### src/rtl/tag_stream_serializer.sv
// Serializes a multi-lane time-tag beat into one tag per cycle, decoding the
// signed channel code into index/polarity and tracking ordering, drops and count.
module tag_stream_serializer #(
  parameter int WORD_WIDTH    = 4,
  parameter int TIME_WIDTH    = 64,
  parameter int CHANNEL_WIDTH = 6
) (
  input  logic                              clk,
  input  logic                              rst_n,
  input  logic                              s_tvalid,
  output logic                              s_tready,
  input  logic [WORD_WIDTH-1:0]             s_tkeep,
  input  logic [WORD_WIDTH*TIME_WIDTH-1:0]  s_tagtime,
  input  logic [WORD_WIDTH*CHANNEL_WIDTH-1:0] s_channel,
  output logic                              m_tvalid,
  input  logic                              m_tready,
  output logic [TIME_WIDTH-1:0]             m_time,
  output logic [CHANNEL_WIDTH-2:0]          m_index,
  output logic                              m_rising,
  output logic                              order_error,
  output logic                              chan_error,
  output logic [31:0]                       tag_count
);

  localparam int SEL_W = (WORD_WIDTH > 1) ? $clog2(WORD_WIDTH) : 1;

  logic [WORD_WIDTH-1:0]    pend_q, pend_d;
  logic [TIME_WIDTH-1:0]    time_q [WORD_WIDTH];
  logic [CHANNEL_WIDTH-1:0] chan_q [WORD_WIDTH];
  logic [TIME_WIDTH-1:0]    last_time_q, last_time_d;
  logic [31:0]              tag_count_q, tag_count_d;
  logic                     order_error_q, order_error_d;
  logic                     chan_error_q, chan_error_d;

  logic [SEL_W-1:0]         sel_s;
  logic [WORD_WIDTH-1:0]    sel_onehot_s;
  logic [WORD_WIDTH-1:0]    zero_mask_s;
  logic [CHANNEL_WIDTH-1:0] sel_chan_s;
  logic                     one_left_s;
  logic                     out_hs_s;
  logic                     in_hs_s;

  // Lowest pending lane wins; scanning downward leaves the lowest index last.
  always_comb begin
    sel_s = '0;
    for (int i = WORD_WIDTH - 1; i >= 0; i--) begin
      if (pend_q[i]) begin
        sel_s = SEL_W'(i);
      end else begin
        sel_s = sel_s;
      end
    end
  end

  // Lanes whose channel code is zero carry no tag and are dropped on capture.
  always_comb begin
    zero_mask_s = '0;
    for (int i = 0; i < WORD_WIDTH; i++) begin
      zero_mask_s[i] = (s_channel[i*CHANNEL_WIDTH +: CHANNEL_WIDTH] == '0);
    end
  end

  assign sel_onehot_s = pend_q & (~pend_q + WORD_WIDTH'(1));
  assign one_left_s   = (pend_q != '0) && ((pend_q & (pend_q - WORD_WIDTH'(1))) == '0);
  assign m_tvalid     = |pend_q;
  assign out_hs_s     = m_tvalid && m_tready;
  assign s_tready     = (pend_q == '0) || (one_left_s && out_hs_s);
  assign in_hs_s      = s_tvalid && s_tready;

  // Negative codes count down from -1 as falling index 0, i.e. index = ~code.
  assign sel_chan_s = chan_q[sel_s];
  assign m_time     = time_q[sel_s];
  assign m_rising   = ~sel_chan_s[CHANNEL_WIDTH-1];
  assign m_index    = m_rising ? (sel_chan_s[CHANNEL_WIDTH-2:0] - (CHANNEL_WIDTH-1)'(1))
                               : ~sel_chan_s[CHANNEL_WIDTH-2:0];

  assign order_error = order_error_q;
  assign chan_error  = chan_error_q;
  assign tag_count   = tag_count_q;

  // Next-state for the pending mask, ordering tracker, flags and counter.
  always_comb begin
    pend_d        = pend_q;
    last_time_d   = last_time_q;
    tag_count_d   = tag_count_q;
    order_error_d = order_error_q;
    chan_error_d  = chan_error_q;
    if (out_hs_s) begin
      pend_d      = pend_q & ~sel_onehot_s;
      last_time_d = m_time;
      tag_count_d = tag_count_q + 32'd1;
      if (m_time < last_time_q) begin
        order_error_d = 1'b1;
      end else begin
        order_error_d = order_error_q;
      end
    end else begin
      pend_d = pend_q;
    end
    // A new beat replaces the mask even when the last lane leaves this cycle.
    if (in_hs_s) begin
      pend_d       = s_tkeep & ~zero_mask_s;
      chan_error_d = chan_error_q | (|(s_tkeep & zero_mask_s));
    end else begin
      chan_error_d = chan_error_d;
    end
  end

  // Control state with synchronous reset; lane data only loads on acceptance.
  always_ff @(posedge clk) begin
    if (!rst_n) begin
      pend_q        <= '0;
      last_time_q   <= '0;
      tag_count_q   <= 32'd0;
      order_error_q <= 1'b0;
      chan_error_q  <= 1'b0;
    end else begin
      pend_q        <= pend_d;
      last_time_q   <= last_time_d;
      tag_count_q   <= tag_count_d;
      order_error_q <= order_error_d;
      chan_error_q  <= chan_error_d;
      if (in_hs_s) begin
        for (int i = 0; i < WORD_WIDTH; i++) begin
          time_q[i] <= s_tagtime[i*TIME_WIDTH +: TIME_WIDTH];
          chan_q[i] <= s_channel[i*CHANNEL_WIDTH +: CHANNEL_WIDTH];
        end
      end
    end
  end

endmodule

### config.mk
export PLATFORM = sky130hd
export DESIGN_NAME = tag_stream_serializer
export DESIGN_NICKNAME = d
export VERILOG_FILES = /design/src/rtl/tag_stream_serializer.sv
export SDC_FILE = /design/constraint.sdc
export NUM_CORES = 1
export LEC_CHECK = 0
export CORE_MARGIN = 2
export CORE_UTILIZATION = 57
export DETAILED_ROUTE_END_ITERATION = 6
export DONT_BUFFER_PORTS = 1
export GPL_TIMING_DRIVEN = 1
export HOLD_SLACK_MARGIN = 0.05
export PLACE_DENSITY_LB_ADDON = 0.05
export SLEW_MARGIN = 20
export SYNTH_ARGS = -nofsm -noshare
export SYNTH_HDL_FRONTEND = slang
export SYNTH_SLANG_ARGS = --single-unit
### constraint.sdc
create_clock -name clk -period 9.5 [get_ports clk]
set_clock_uncertainty 0.15 [all_clocks]
set_input_delay 1.9 -clock clk [delete_from_list [all_inputs] [get_ports clk]]
set_output_delay 1.9 -clock clk [all_outputs]
set_load 0.03 [all_outputs]
Word level (Yosys, flattened, before mapping)
Memories as Yosys holds them, arrays and structs flattened.
Index checks and enable logic that the tools add are counted.
Cells by class
  add/subtract/negate cells: 4
  $lt $le $gt $ge: 1
  mux-type cells: 10
  bitwise logic cells: 11
  reduce and logical (&&, ||, !) cells: 16
Operators by type and width (count)
  $lt 64x64->1: 1
  $add 32x1->32 const B: 1
  $logic_not 6->1: 4
  $and 4x4->4: 5
  $not 4->4: 3
  $logic_not 4->1: 2
  $mux 2: 4
  $mux 4: 2
  $reduce_or 4->1: 2
  $mux 5: 1
  $not 5->5: 1
  $sub 5x1->5 const B: 1
  $add 4x1->4 const B: 1
  $logic_and 1x1->1: 4
  $reduce_bool 4->1: 1
  $sub 4x1->4 const B: 1
  $mux 1: 3
  $reduce_and 2->1: 1
  $reduce_bool 2->1: 1
  $logic_or 1x1->1: 1
  $not 1->1: 1
  $or 1x1->1: 1
Word-level totals
  bits in registers: 102
  memory bits (writable): 280
  input bits: 288
  output and inout port bits: 106
  memories kept: 2
Memory list
  time_q: depth 4, width 64, read ports 1, clocked after memory_dff 0, write ports 4, line 28  | logic [TIME_WIDTH-1:0] time_q [WORD_WIDTH];
  chan_q: depth 4, width 6, read ports 1, clocked after memory_dff 0, write ports 4, line 29  | logic [CHANNEL_WIDTH-1:0] chan_q [WORD_WIDTH];

Logic depth before layout (Yosys ltp)
  depth in word-level cells: 10
  mapped depth: 12
  mapped depth without buffers: 10

Worst setup path after synthesis
Ideal clock, no wire load.
  kind: input port to flip-flop
  from: input m_tready
  to: memory chan_q[0][0] (enable)
  setup time: 0.680 ns
  data arrival time: 9.708 ns
  required time: 8.670 ns
  setup slack: -1.038 ns
  stages on the path: 5
  cell sequence: inv_1 -> maj3_1 -> o22a_1 -> o32ai_1 -> and3_1
RTL lines
  from (decl): line 16  | input logic m_tready,
  to (decl): line 29

Worst setup path in the final report
  from: register pend_q[1]
  to: output m_time[30]
Between the ends
  longest elaborated chain between the ends: 3
RTL lines
  from (decl): line 27  | logic [WORD_WIDTH-1:0] pend_q, pend_d;
  from (signal assigned): line 118  | pend_q <= pend_d;
  $mux 2 (2 in a row): line 47  | if (pend_q[i]) begin
  $mem_v2 4x64
  to (decl): line 17  | output logic [TIME_WIDTH-1:0] m_time,
Every way passes these cells.

==> impl.org <==
** Power and ir drop
- Switch share :: 0.246
- Pwr per Cell Area :: 226 nW/um^2
- The share of total power dissipated in combinational logic is 0.132.
- The analysis attributes to cell leakage a power of 5.85 nW.
- Internal power comes to 3.00 mW.
- VDD sags by at most 0.000171 V.
- Proportion of power drawn by the clock network :: 0.384
- Sequential power share :: 0.484
- The analysis attributes to net switching a power of 981 uW.
- Post-layout total power :: 3.98 mW

** Setup path
- Signal arrival time at the worst endpoint :: 3.95 ns
- For this design, the slowest cell found on the critical path is mux4_2.
- In this design, the critical path's most frequently occurring cell is buf_4.
- Max FO, Critical Path :: 32
- The cell family contributing the most delay on the critical path is buffers and inverters.
- The critical path in this run is classified as flop to primary output.
- Counting cells, the worst reg-to-reg path comes to 12.
- Bufs and invs on worst path :: 3
- STA puts the critical path data required time at 7.45 ns.
- Logic depth of the worst setup path including buffers :: 5
- Critical Path Sink :: m_time[30]
- The critical path starts at pend_q[1]$_SDFFE_PN0P_.
- The worst setup path is launched from a flop.
- STA classifies the critical path endpoint as a primary output.
- Endpoint of the worst register-to-register path :: order_error$_SDFFE_PN0P_
- Biggest cell delay along the critical path :: 0.76 ns
- CP Cell Sequence :: inv_1 -> a21oi_4 -> buf_4 -> buf_4 -> mux4_2
- Register-to-register path setup slack :: 4.06 ns
- Reg2Reg Launch Point :: pend_q[1]$_SDFFE_PN0P_

** Logic synthesis
- During synthesis, Yosys emitted a total of 0 warnings.
- Of all flip-flops after synthesis, the portion carrying an async set or reset was 0.
- Average cell area after synthesis :: 14.5 um^2
- Most instantiated cells after synthesis :: edfxtp_1 (280), nand2_1 (164), dfxtp_1 (102), inv_1 (75), mux4_2 (69)
- For this run, the leading register cell type out of synthesis is edfxtp_1.
- In this run, distinct cell masters in the synthesized netlist total 51.
- The synthesized design contains 280 enable-type register cells.
- Combined area of all synthesized cells :: 16,000 um^2
- Of the post-synthesis cell area, the dominant cell type holds 0.524.
- In the synthesized netlist, the number of instances is 1,103.
- Post-synthesis register bit count :: 382
- Library cell with the largest summed area after synthesis :: edfxtp_1
- Of the synthesized area, sequential elements account for 0.652.
- Most used standard cell by instance count after synthesis :: edfxtp_1
- Largest cells by area after synthesis :: edfxtp_1 (52%), dfxtp_1 (13%), mux4_2 (9.7%)
- When the netlist entered floorplanning its net count stood at 1,456.

** Drt
- Number of design rule violations left after detail routing :: 0
- Total length of routed wires :: 32,500 um
- For this run, the detailed router's first-pass iteration total came to 5.
- In this run, the number of DRC markers left after iteration 0 of detailed routing was 549.
- Routed vias :: 8,712
- Dividing the detail-routed wire length by the instance count gives 21.3 um.
- Number of nets with antenna violations after detailed routing :: 0
- Avg Vias per Cell :: 5.71

** Final layout
- From synthesis to final layout, the design area changed by 10.1%.
- Layout cell share with drive strength beyond 1 :: 0.125
- Count of nets after finishing :: 1,464
- Filler instances :: 2,054
- Design area :: 17,700 um^2

** Outcome
- The flow ran to the end, and the final reports show no timing, DRC or antenna violations.

** Global route
- Global-route wire length before repair :: 48,500 um
- For this run, the total global-route usage over all layers was measured as 0.218.
- Entering global routing, the biggest net connects 185 pins.
- The number of global-route vias before repair was 8,899.
- For met1 alone, demand over resource in global routing was 0.254.
- For this run, global-route usage on met3 was measured as 0.0925.
- Summed over all layers, the global routing overflow is 0.
- In the global route stage, met2 resource usage came out at 0.363.
- Antenna violations before repair :: 11
- met2 is the most crowded layer.

** Clock network
- Setup bufs post-CTS :: 0
- CTS tree :: yes
- The longest clock path from root to sink contains 3 buffers.
- Number of CTS-inserted buffers :: 40
- Root Buffer Master :: clkbuf_16
- Clock-pin slew was measured on the worst setup and hold paths at 0.06 ns.
- Total clock sinks :: 382
- The number of hold buffers added after CTS was 0.
- Clock latency reported for the late side of the worst-skew pair :: 0.52 ns
- After clock tree synthesis, the repair step resized 0 gates.
- CTS HTree Levels :: 2

** STA
- Max-slew headroom at the worst pin :: 0.302
- For the pin with the worst max-slew slack, the measured transition is 1.04 ns.
- Of the available clock period, the critical path in the final layout requires 0.632.
- Setup total negative slack :: 0 ns
- The worst path needs 6.00 ns of the cycle, external delays included.
- Final setup violation count :: 0
- Setup slack closes at 3.50 ns.
- Derived from the worst setup path, the maximum achievable clock frequency is 167 MHz.
- The final count of pins violating max slew came to 0.
- Setup repair after global routing left no endpoint under its margin.
- Hold is met by 0.301 ns.
- Final Hold Fails :: 0

** Place
- Once detailed placement completed, the half-perimeter wirelength came to 22,600 um.
- Routability cong. :: 0.761
- Dpl ws :: 3.87 ns
- # port buffers :: 0
- In this run the cell area measured after placement is 16,400 um^2.

** Floorplan
- Vertical die dimension :: 172 um
- Initial core utilization :: 0.579
- Core Footprint :: 27,700 um^2
- The die covers 29,500 um^2.
- Number of placed I/O pins :: 394
- Cell Rows :: 61
- From left edge to right edge, the die measures 172 um.

** Job
- The tool flagged a number of max-cap violations equal to 0.

** Min path
- Hold depth :: 2
- Type of the most critical hold path :: flop to flop
state kept, by name, summed over array words and instances, names as in the netlist:
register	count
tag_count	32
chan_error	1
time_q	256
pend_q	4
last_time_q	64
order_error	1
chan_q	24
worst register-to-register path: stages (launching register included):
cell and delay (ns):
dfxtp_1 0.59, inv_1 0.19, a21oi_4 0.67, buf_4 0.56, buf_4 0.64, mux4_2 0.76
ha_1 0.36, nand3_1 0.11, or2_2 0.11, a31oi_1 0.06, a211o_1 0.31, a2111oi_1 0.69
a21o_1 0.19
cells by family after synthesis:
group / share of synthesized area
buffers and inverters: 0.0333
XOR/XNOR: 0.0164
AO/OA/AOI/OAI: 0.0640
adder cells (fa/ha/maj): 0.0513
multiplexers: 0.0975
AND/OR/NAND/NOR: 0.0858
flip-flops: 0.652
area by class of cell:
cell class,instances,area [um^2],share of cell area
timing repair buffer,8,72.6,0.00411
multi-input combinational,604,5080,0.287
clock inverter,16,200,0.0113
antenna,8,20.0,0.00113
sequential,382,10500,0.592
tap,378,473,0.0268
inverter,75,282,0.0159
clock buffer,55,1090,0.0616
worst min-delay path by stage:
stage | to | slack, ns | startpoint
floorplan | last_time_q[10]$_SDFFE_PN0P_ | 0.29 | last_time_q[10]$_SDFFE_PN0P_
global placement | last_time_q[19]$_SDFFE_PN0P_ | 0.29 | last_time_q[19]$_SDFFE_PN0P_
detailed placement | last_time_q[19]$_SDFFE_PN0P_ | 0.29 | last_time_q[19]$_SDFFE_PN0P_
CTS | last_time_q[5]$_SDFFE_PN0P_ | 0.30 | last_time_q[5]$_SDFFE_PN0P_
global route | last_time_q[19]$_SDFFE_PN0P_ | 0.31 | last_time_q[19]$_SDFFE_PN0P_
finish | last_time_q[19]$_SDFFE_PN0P_ | 0.30 | last_time_q[19]$_SDFFE_PN0P_
through the flow:
step | utilization | cells
floorplan | - | 1103
global placement | 0.590 | 1447
CTS | 0.637 | 1518
global route | 0.637 | 1523
finish | 0.637 | 1526
detailed placement | 0.590 | 1447
cells in the final DEF, fill, tap and decap left out, types with 6 or more instances in the layout:
master	n
and2_1	26
a21oi_1	30
clkinv_2	7
a21boi_1	14
xor2_1	6
inv_1	75
buf_4	7
diode_2	8
edfxtp_1	280
clkbuf_16	41
clkbuf_1	13
nor2_1	19
o21ai_0	17
xnor2_1	24
a21boi_0	58
dfxtp_1	102
nand3_1	19
nand4_1	21
ha_1	65
mux4_2	69
nor3_1	9
nand2_1	163
metal layers:
layer,vias to the layer above,wire [um]
met5,-,26
met4,4,682
met3,50,3360
met2,306,16000
met1,4215,12400
li1,4137,-
power by group through the flow:
stage | combinational, mW | sequential [mW] | clock (mW)
3_3_place_gp | 0.529 | 1.96 | 0
6_report | 0.526 | 1.93 | 1.53
4_1_cts | 0.537 | 1.93 | 1.57
2_1_floorplan | 0.440 | 1.96 | 0
5_1_grt | 0.586 | 1.94 | 1.63
3_5_place_dp | 0.534 | 1.96 | 0
No activity file was read; power rests on OpenSTA's default activity.
